### config.mk
export PLATFORM = sky130hd
export DESIGN_NAME = bcd_seg_scanner_flat
export DESIGN_NICKNAME = d
export VERILOG_FILES = /design/src/rtl/bcd_seg_scanner_if.sv /design/src/rtl/bcd_seg_scanner.sv /design/src/flat_wrapper.sv
export SDC_FILE = /design/constraint.sdc
export NUM_CORES = 1
export LEC_CHECK = 0
export ABC_AREA = 1
export CORE_UTILIZATION = 45
export CTS_CLUSTER_DIAMETER = 40
export DETAILED_ROUTE_END_ITERATION = 8
export GPL_TIMING_DRIVEN = 0
export PLACE_DENSITY = 0.73
export SYNTH_ARGS = -nofsm -noshare
export SYNTH_HDL_FRONTEND = slang
export SYNTH_SLANG_ARGS = --single-unit
### constraint.sdc
create_clock -name clk -period 2.2 [get_ports clk]
set_clock_uncertainty 0.15 [all_clocks]
set_input_delay 0.33 -clock clk [delete_from_list [all_inputs] [get_ports clk]]
set_output_delay 0.33 -clock clk [all_outputs]
set_load 0.01 [all_outputs]
### src/rtl/bcd_seg_scanner_if.sv
// Valid/ready channel carrying the packed two-digit BCD byte into the scanner.
interface bcd_seg_scanner_if;
  logic [7:0] bcd_in;
  logic       bcd_valid;
  logic       bcd_ready;

  modport master (output bcd_in, output bcd_valid, input bcd_ready);
  modport slave  (input bcd_in, input bcd_valid, output bcd_ready);
endinterface

### src/rtl/bcd_seg_scanner.sv
// Double-buffered two-digit BCD to multiplexed active-low 7-segment scanner.
// Optional leading-zero blanking of the tens digit: BCD_SEG_SCANNER_LZ_BLANK_EN.
//
// state  | meaning
// IDLE   | nothing loaded yet, display dark
// SHOW_U | units digit lit on an[0]
// SHOW_T | tens digit lit on an[1]; last cycle is the frame boundary
module bcd_seg_scanner #(
  parameter int REFRESH_DIV = 1000
) (
  input  logic               clk,
  input  logic               rst,
  bcd_seg_scanner_if.slave   bcd_if,
  output logic [6:0]         seg,
  output logic [1:0]         an,
  output logic               err
);

  localparam int CNT_W = $clog2(REFRESH_DIV);
  localparam logic [CNT_W-1:0] CNT_LAST = CNT_W'(REFRESH_DIV - 1);

  typedef enum logic [1:0] {
    IDLE   = 2'd0,
    SHOW_U = 2'd1,
    SHOW_T = 2'd2
  } state_t;

  state_t           state_q;
  logic [CNT_W-1:0] cnt_q;
  logic [7:0]       pending_q;
  logic             pending_full_q;
  logic [7:0]       display_q;
  logic             err_q;
  logic             accept;
  logic [6:0]       tens_seg;

  function automatic logic [6:0] decode(input logic [3:0] nib);
    case (nib)
      4'd0:    decode = 7'h40;
      4'd1:    decode = 7'h79;
      4'd2:    decode = 7'h24;
      4'd3:    decode = 7'h30;
      4'd4:    decode = 7'h19;
      4'd5:    decode = 7'h12;
      4'd6:    decode = 7'h02;
      4'd7:    decode = 7'h78;
      4'd8:    decode = 7'h00;
      4'd9:    decode = 7'h10;
      default: decode = 7'h7F;
    endcase
  endfunction

  // The all-ones blank code is deliberate, so it never raises err.
  function automatic logic is_bad(input logic [7:0] v);
    is_bad = (v != 8'hFF) && ((v[7:4] > 4'd9) || (v[3:0] > 4'd9));
  endfunction

  assign bcd_if.bcd_ready = !pending_full_q;
  assign accept           = bcd_if.bcd_valid && !pending_full_q;
  assign err              = err_q;

  always_ff @(posedge clk) begin
    if (rst) begin
      state_q        <= IDLE;
      cnt_q          <= '0;
      pending_q      <= 8'h00;
      pending_full_q <= 1'b0;
      display_q      <= 8'hFF;
      err_q          <= 1'b0;
    end else begin
      // Accept and transfer are mutually exclusive on pending_full_q.
      if (accept) begin
        pending_q      <= bcd_if.bcd_in;
        pending_full_q <= 1'b1;
      end
      case (state_q)
        IDLE: begin
          if (pending_full_q) begin
            display_q      <= pending_q;
            pending_full_q <= 1'b0;
            cnt_q          <= '0;
            state_q        <= SHOW_U;
            if (is_bad(pending_q)) err_q <= 1'b1;
          end
        end
        SHOW_U: begin
          if (cnt_q == CNT_LAST) begin
            cnt_q   <= '0;
            state_q <= SHOW_T;
          end else begin
            cnt_q <= cnt_q + CNT_W'(1);
          end
        end
        SHOW_T: begin
          if (cnt_q == CNT_LAST) begin
            cnt_q   <= '0;
            state_q <= SHOW_U;
            if (pending_full_q) begin
              display_q      <= pending_q;
              pending_full_q <= 1'b0;
              if (is_bad(pending_q)) err_q <= 1'b1;
            end
          end else begin
            cnt_q <= cnt_q + CNT_W'(1);
          end
        end
        default: state_q <= IDLE;
      endcase
    end
  end

`ifdef BCD_SEG_SCANNER_LZ_BLANK_EN
  assign tens_seg = (display_q[7:4] == 4'd0) ? 7'h7F : decode(display_q[7:4]);
`else
  assign tens_seg = decode(display_q[7:4]);
`endif

  always_comb begin
    seg = 7'h7F;
    an  = 2'b11;
    case (state_q)
      SHOW_U: begin
        an  = 2'b10;
        seg = decode(display_q[3:0]);
      end
      SHOW_T: begin
        an  = 2'b01;
        seg = tens_seg;
      end
      default: begin
        seg = 7'h7F;
        an  = 2'b11;
      end
    endcase
  end

endmodule

### src/flat_wrapper.sv
// flat-port wrapper written by rule: the top's interface ports become plain ports
module bcd_seg_scanner_flat 
#(
  parameter int REFRESH_DIV = 1000
)
  (clk, rst, seg, an, err, bcd_if_bcd_in, bcd_if_bcd_valid, bcd_if_bcd_ready);
  bcd_seg_scanner_if bcd_if_i ();
  input  logic clk;
  input  logic rst;
  output logic [6:0] seg;
  output logic [1:0] an;
  output logic err;
  input wire logic [$bits(bcd_if_i.bcd_in)-1:0] bcd_if_bcd_in;
  input wire logic [$bits(bcd_if_i.bcd_valid)-1:0] bcd_if_bcd_valid;
  output wire logic [$bits(bcd_if_i.bcd_ready)-1:0] bcd_if_bcd_ready;
  assign bcd_if_i.bcd_in = bcd_if_bcd_in;
  assign bcd_if_i.bcd_valid = bcd_if_bcd_valid;
  assign bcd_if_bcd_ready = bcd_if_i.bcd_ready;
  bcd_seg_scanner #(.REFRESH_DIV(REFRESH_DIV)) u_core (.clk(clk), .rst(rst), .bcd_if(bcd_if_i), .seg(seg), .an(an), .err(err));
endmodule
## Word-level counts from Yosys, hierarchy flattened

Memories as Yosys holds them, arrays and structs flattened. A register that Yosys moved wholly into a read port is not among the register bits.
Index checks and enable logic that the tools add are counted.

- $lt $le $gt $ge: 2
- Equality and inequality tests: 7
- Muxes and demuxes: 24
- Reduce and logical (&&, ||, !) cells: 11
- Add/sub/neg operators: 1

Operators with widths:

| operator | number |
|---|---|
| 2-to-1 mux 10 bit | 2 |
| case mux 10 bit (2 select lines) | 1 |
| 2-to-1 mux 4 bit | 4 |
| 2-to-1 mux 8 bit | 2 |
| case mux 8 bit (2 select lines) | 1 |
| case mux 7 bit (2 select lines) | 1 |
| adder 10 x 1 -> 10 bit, second input constant | 1 |
| == test 10 bit, second input constant | 1 |
| greater-than comparator 4 bit, second input constant | 2 |
| inequality test 8 bit, second input constant | 1 |
| 2-to-1 mux 1 bit | 6 |
| 2-to-1 mux 2 bit | 3 |
| inequality test 2 x 1 -> 1 bit, second input constant | 3 |
| case mux 2 bit (3 select lines) | 1 |
| case mux 1 bit (2 select lines) | 2 |
| case mux 2 bit (2 select lines) | 1 |
| AND reduction 2 bit | 2 |
| nonzero test 2 bit | 2 |
| AND reduction 3 bit | 1 |
| == test 2 x 1 -> 1 bit, second input constant | 1 |
| == test 2 bit, second input constant | 1 |
| logical AND 1 bit | 2 |
| logical NOT 2 bit | 1 |
| OR reduction 2 bit | 1 |
| 2 further kinds | 2 |

- Memory bits (read-only): 224
- Memories kept: 2
- Input port bits: 11
- Flip-flop bits (word level): 30
- Output and inout port bits: 11
- Word-level logic and storage cells: 53

Memory list:

| name | words | bits a word | rd ports | clocked after Yosys merged registers in | wr ports | RTL line | text |
|---|---|---|---|---|---|---|---|
| (no name shown) | 16 | 7 | 1 | 1 | 0 | bcd_seg_scanner.sv:38 | `case (nib)` |
| (no name shown) | 16 | 7 | 1 | 1 | 0 | bcd_seg_scanner.sv:38 |  |

## Depth between registers and ports, before layout

Gate-level depths: netlist of the first run.

- Depth in word-level cells: 7
- Mapped depth: 14
- Gate-level depth less buffers: 14

## Worst setup path before layout of the first run

Ideal clock, no wire load.

- Path type: flip-flop to flip-flop
- Start point: reg u_core.state_q[0]
- End point: reg, netlist name u_core.tens_seg[3]
- Stages on the path, launching flop included: 14
- Data arrival time: 1888 ps
- Slack: 43 ps
- Path buffers: 1
- Required time: 1931 ps
- Setup time: 119 ps
- Period minus slack after synthesis: 2157 ps
- Cells stage by stage: dfxtp_1 -> inv_1 -> ha_1 -> nor2_1 -> nor2_4 -> buf_4 -> nand3_2 -> nand2_1 -> nor2_2 -> ha_1 -> inv_1 -> a21oi_1 -> nand2_1 -> nand2_1

- Word-level cells in the longest chain between the ends: 5
- Elaborated cells between the ends (all ways): 8
- Classes of those cells: eq/ne (2); mux (3); reduce/logical (3)

Ends and longest elaborated chain:

| what | RTL line | text |
|---|---|---|
| start: declaration | bcd_seg_scanner.sv:28 | `state_t state_q;` |
| start signal: assignment | bcd_seg_scanner.sv:64 | `state_q <= IDLE;` |
| start signal: assignment | bcd_seg_scanner.sv:82 | `state_q <= SHOW_U;` |
| start signal: assignment | bcd_seg_scanner.sv:89 | `state_q <= SHOW_T;` |
| == test 2 bit / logical NOT 2 bit (equally long branches) | bcd_seg_scanner.sv:76 | `case (state_q)` |
| inequality test 2 x 1 -> 1 bit (no line) / nonzero test 2 bit (equally long branches) | -- |  |
| AND reduction 2 bit (no line) | -- |  |
| 2-to-1 mux 4 bit (no line) * (2 in a row) | -- |  |

Every way passes the cells marked *; elsewhere a longest branch is shown, timed or not.
A chain may end at the register's enable or synchronous reset.

## Final worst setup path of the first run

- Start point: reg u_core.state_q[0]
- End point: out an[1]

- Word-level cells in the longest chain between the ends: 2
- Elaborated cells between the ends (all ways): 3
- Classes of those cells: eq/ne (2); mux (1)

Ends and longest elaborated chain:

| what | RTL line | text |
|---|---|---|
| == test 2 bit / == test 2 x 1 -> 1 bit (equally long branches) | bcd_seg_scanner.sv:121 | `case (state_q)` |
| case mux 2 bit (2 select lines) * | bcd_seg_scanner.sv:121 |  |
| end: declaration | flat_wrapper.sv:11 | `output logic [1:0] an;` |

Marked as above.

==> results.toml, run 1 <==
[run_status]
status = "complete, no violations"

[floorplan]
die_height_um = 74.4
die_w_um = 74.4
core_sq_um = 4880
die-area_sq_um = 5530
std_cell_rows = 25
initial_core_util = 0.483
io_pins = 22

[job]
drv_cap = 0

[routing]
drt-total-wl_um = 4760
dr_total_vias = 1984
firstDrtPassIters = 4
avgRoutedWirePerCell_um = 11.7
vias_per_cell = 4.87
drtAntennaViolNets = 0
drc = 0
drtIter0Drc = 51

[clock_tree]
cts_made_buffers = 5
cts.hold.buffers_added = 0
cts.clk_slew.worst_paths_ns = 0.09
clock_path_buffers = 2
cts_tree = "built"
cts.sinks = 44
cts.root.buffer_cell = "clkbuf_8"
clk_latency_ns = 0.31
ctsHtreeMaxLevel = 2

[synthesis]
yosysTopAreaCell = "dfxtp_1"
ys_warn_count = 0
netlist_instances = 299
syn-num-nets = 322
yosys-top-cells-area = "dfxtp_1 (37%), nand2_1 (12%), ha_1 (6.4%)"
synth_area_sq_um = 2360
synth_cell_types = 31
avgSynthCellArea_sq_um = 7.88
synth_edf_count = 0
seq_area_frac_synth = 0.374
synth_top_flop_cell = "dfxtp_1"
yosys.area.top_type_share = 0.374
async_reset_ff_frac = 0
ys_ff_latch = 44

[timing]
slew_headroom = 0.727
hold_viol = 0
period_share = 0.970
hold_ws_ns = 0.304
worst_pin_slew_ns = 0.409
setup_viol = 0
fmax_ghz = 0.469
slew_violations = 0
period_needed_ns = 2.13

[finish]
drive_gt1_frac = 0.253
final_util = 0.609
num-nets-final = 362
stdcell_area_sq_um = 2970
multi_input_area_sq_um = 1440
syn_to_final_growth_pct = 26.1
diodes = 0
seq_area_sq_um = 888
fillerInstances = 455

[power]
max-vdd-ir-drop_v = 0.000585
p_total_mw = 3.58
powerDensity_nw_per_um2 = 1200
p_leak_nw = 1.17

[setup_path]
critPathTopFamily = "buffers and inverters"
crit_path_end_kind = "primary output"
path_cells = "inv_2, ha_4, buf_6, inv_1, clkdlybuf4s50_1"
critPathSlowestCell = "clkdlybuf4s50_1"
cp_data_arrival_time_ns = 1.65
required_ns = 1.72
critPathBufInv = 4
worstSetupPathType = "flop to primary output"
max_stage_delay_ns = 0.52
worstPathMaxFanout = 10
start_kind = "flop"

[place]
place_congestion = 0.787
dp_hpwl_um = 3400
place_area_sq_um = 2650
port_buffers = 21

[global_route]
grt_usage = 0.194
grt_max_degree = 16
grt_pass1_wl_um = 8150
grt_pass1_vias = 1881
grt_overflow = 0
antenna_found_initial = 0

[worst_hold_path]
hold_path_class = "flop to flop"
logic make-up (layout without fill, tap and decap cells):
logic type,Yosys count,after routing,synth area share
adder cells (fa/ha/maj),12,12,0.0637
buffers and inverters,33,74,0.0642
flip-flops,44,44,0.374
AND/OR/NAND/NOR,168,168,0.376
AO/OA/AOI/OAI,42,42,0.123
worst register-to-register path, cell delays in order (launching register included):
cell and delay (ns):
dfxtp_4 0.38, ha_4 0.15, nand2_1 0.06, nor2_2 0.11, nand3_2 0.11, nand2_4 0.13, nand2_4 0.11, nand2_1 0.16
nand3_4 0.11, inv_4 0.10, ha_4 0.21, inv_1 0.05, a21oi_1 0.06, nand2_1 0.06, nand2_1 0.04
synthesized netlist by cell type, types with 2 or more instances:
library cell / count
nand3_2: 10
inv_2: 2
inv_1: 23
clkbuf_1: 2
ha_1: 12
a21oi_2: 2
nand3_4: 5
o21ai_0: 16
buf_2: 3
nor2_1: 33
a21oi_1: 11
o21ai_4: 2
nor3_1: 5
dfxtp_1: 44
o21ai_2: 3
nand2_2: 3
nand2_4: 2
nor2_4: 4
a21boi_2: 5
buf_4: 2
nand2_1: 76
nor2_2: 2
nand3_1: 22
nand4_1: 3
layout by cell type, fill, tap and decap left out, types with 2 or more instances in the layout:
cell / instances
nand2_1: 75
dfxtp_1: 40
nor2_1: 31
inv_1: 21
nand3_1: 21
o21ai_0: 16
buf_4: 15
clkdlybuf4s50_1: 14
a21oi_1: 11
nand3_2: 8
nand3_4: 8
dlygate4sd2_1: 7
nor2_4: 6
ha_1: 6
a21boi_2: 5
nor3_1: 5
ha_4: 5
clkbuf_8: 5
nand2_2: 4
inv_2: 3
o21ai_4: 3
nand4_1: 3
dfxtp_2: 3
nor2_2: 2
nand2_4: 2
a21oi_2: 2
o21ai_2: 2
clkinvlp_4: 2
metrics by stage:
step | cells | setup WS (ns) | setup TNS, ns
3_5_place_dp | 387 | -0.216 | -1.07
4_1_cts | 401 | 0.0153 | 0
2_1_floorplan | 299 | 0.0428 | 0
3_3_place_gp | 387 | -0.160 | -0.413
6_report | 407 | 0.0668 | 0
5_1_grt | 407 | -0.0306 | -0.0637
path summary, 6_finish.rpt:
kind	slack, ns	startpoint	to	cells past startpoint
hold reg to reg	0.30	u_core.err	u_core.err	2
setup reg to reg	0.11	u_core.cnt_q[0]	flop	14
setup / recovery	0.07	u_core.state_q[0]	an[1]	5
hold / removal	0.30	u_core.err	u_core.err	2
layer usage:
| layer | share of wire | track usage | vias to the layer above |
|---|---|---|---|
| li1 | - | - | 1048 |
| met1 | 0.45 | 0.227 | 900 |
| met2 | 0.51 | 0.339 | 27 |
| met3 | 0.023 | 0.0407 | 9 |
| met4 | 0.020 | 0.0839 | 0 |
| met5 | 0 | 0 | - |
report_power, final:
group	switching [mW]	internal (mW)
registers	0.0994	0.984
clock network	0.290	0.225
logic	1.12	0.859
total	1.51	2.07
what timing repair did:
action / in CTS / in global routing
endpoints found under the setup margin: 26 / 15
pin swaps: 2 / 4
gates resized for setup: 27 / 12
endpoints found under the hold margin: 0 / 0
setup buffers: 7 / 6
layout make-up:
cell class,count,share of cell area
repair buffers,34,0.101
clock buffers,5,0.0231
flip-flops and latches,44,0.299
well taps,67,0.0282
clock inverters,3,0.00800
inverters,25,0.0324
plain buffers,7,0.0236
multi-input cells,222,0.485
(Power assumes the default switching activity.)
==> inputs of run 2 (changes only) <==
Settings changed: CTS_BUF_LIST set to sky130_fd_sc_hd__clkbuf_4.
==> results.toml, run 2 (synthesized netlist as in run 1, its figures left out) <==
[global_route]
grt_max_degree = 16
antenna_found_initial = 0
grt_usage = 0.186
grt_overflow = 0
grt_pass1_vias = 1793
grt_pass1_wl_um = 7820

[setup_path]
critPathSlowestCell = "dfxtp_4"
required_ns = 2.31
crit_path_end_kind = "flop"
start_kind = "flop"
path_cells = "ha_4, nand2_1, nor2_2, nand3_2, nand2_4, nand2_4, nand2_2, nand3_4, inv_2, ha_4, inv_1, a21oi_1, nand2_1, nand2_1"
max_stage_delay_ns = 0.39
crit_path_frequent_cell = "nand2_1"
critPathBufInv = 2
cp_data_arrival_time_ns = 2.22
worstPathMaxFanout = 9
reg2reg_depth = 14
worstSetupPathType = "flop to flop"
cp_num_cells = 14
critPathTopFamily = "simple AND/OR/NAND/NOR gates"

[place]
port_buffers = 21
dp_hpwl_um = 3400
place_congestion = 0.787
dp_slack_ns = -0.216

[timing]
setup_viol = 0
period_needed_ns = 2.10
finalWorstSetupSlack_ns = 0.0953
slew_headroom = 0.726
worst_pin_slew_ns = 0.410
fmax_ghz = 0.475
hold_viol = 0
slew_violations = 0
period_share = 0.957
rsz0062_at_grt = "yes"

[floorplan]
core_sq_um = 4880
die_w_um = 74.4
die-area_sq_um = 5530
io_pins = 22
die_height_um = 74.4
initial_core_util = 0.483
std_cell_rows = 25

[routing]
drt-total-wl_um = 4790
dr_total_vias = 1973
drtIter0Drc = 44
firstDrtPassIters = 4
drtAntennaViolNets = 0
drc = 0
avgRoutedWirePerCell_um = 11.9
vias_per_cell = 4.88

[power]
max-vdd-ir-drop_v = 0.000466
p_sw_mw = 1.50
internal-power_mw = 1.94
powerDensity_nw_per_um2 = 1170
p_leak_nw = 1.14
swShare = 0.436
pwr-share-clk = 0.117
p_total_mw = 3.43
pwr-share-comb = 0.570
seqPwrFrac = 0.313

[clock_tree]
cts.hold.buffers_added = 0
clock_path_buffers = 2
cts.clk_slew.worst_paths_ns = 0.15
cts.sinks = 44
clk_latency_ns = 0.37
ctsHtreeMaxLevel = 2
cts_made_buffers = 5
cts.root.buffer_cell = "clkbuf_4"
cts_tree = "built"

[finish]
num-nets-final = 359
final_util = 0.603
drive_gt1_frac = 0.255
syn_to_final_growth_pct = 24.9
diodes = 0
layout_commonest_cell = "nand2_1"
mostFrequentLayoutCells = "nand2_1 (73), dfxtp_1 (40), nor2_1 (31), inv_1 (21), nand3_1 (21)"

[run_status]
status = "complete, no violations"

[worst_hold_path]
whs_path_depth = 2
hold_path_class = "flop to flop"

[job]
drv_cap = 0
==> run 2: cell count changes in the layout (fill, tap and decap cells not counted), sizes merged <==
cell | previous run | this run
clkdlybuf4s50 | 14 | 13
dlygate4sd2 | 7 | 8
buf | 19 | 16
==> run 2: worst paths after layout <==
| path | startpoint | to | slack (ns) |
|---|---|---|---|
| worst min-delay path | u_core.err | u_core.err | 0.31 |
| worst max-delay path | u_core.cnt_q[0] | flop | 0.1 |
| worst min register to register | u_core.err | u_core.err | 0.31 |
| worst max register to register | u_core.cnt_q[0] | flop | 0.1 |
==> run 2: per-stage QoR <==
stage / area (sq um) / hold slack [ns] / setup TNS, ns / std cells
CTS: 2730 / 0.316 / -0.170 / 395
global route: 2940 / 0.353 / -0.213 / 404
global placement: 2650 / 0.287 / -0.413 / 387
finish: 2940 / 0.311 / 0 / 404
detailed placement: 2650 / 0.298 / -1.07 / 387
floorplan: 2360 / 0.249 / 0 / 299
==> run 2: final cells by class <==
| cell class | count | area [sq um] |
|---|---|---|
| fill | 452 | 1940 |
| multi-input combinational | 222 | 1470 |
| sequential | 44 | 888 |
| timing repair buffer | 32 | 283 |
| inverter | 25 | 93.8 |
| tap | 67 | 83.8 |
| buffer | 6 | 67.6 |
| clock buffer | 5 | 37.5 |
| clock inverter | 3 | 23.8 |
==> run 2: repair_timing <==
item,CTS,global route
pin swaps,0,5
endpoints found under the setup margin,26,28
gates resized for setup,18,27
buffers inserted,1,10
==> run 2: layer usage <==
metal  GRT usage  part of all wire  up-vias
met5           0                 0        -
li1            -                 -     1041
met4      0.0629             0.019        0
met2       0.327              0.51       26
met3      0.0407             0.024        9
met1       0.222              0.45      897
==> run 2: worst register-to-register path, delay by kind of cell (launching register included) <==
| family | cells | cell delay, ns |
|---|---|---|
| flip-flops | 1 | 0.39 |
| buffers and inverters | 2 | 0.18 |
| AO/OA/AOI/OAI | 1 | 0.06 |
| adder cells (fa/ha/maj) | 2 | 0.37 |
| AND/OR/NAND/NOR | 9 | 0.88 |
==> run 2: power by group through the flow <==
stage          Clock (mW)  Sequential [mW]  Combinational [mW]
2_1_floorplan           0             1.06                1.22
3_3_place_gp            0             1.08                1.68
3_5_place_dp            0             1.08                1.71
4_1_cts             0.408             1.06                1.68
5_1_grt             0.446             1.10                2.20
6_report            0.403             1.07                1.96
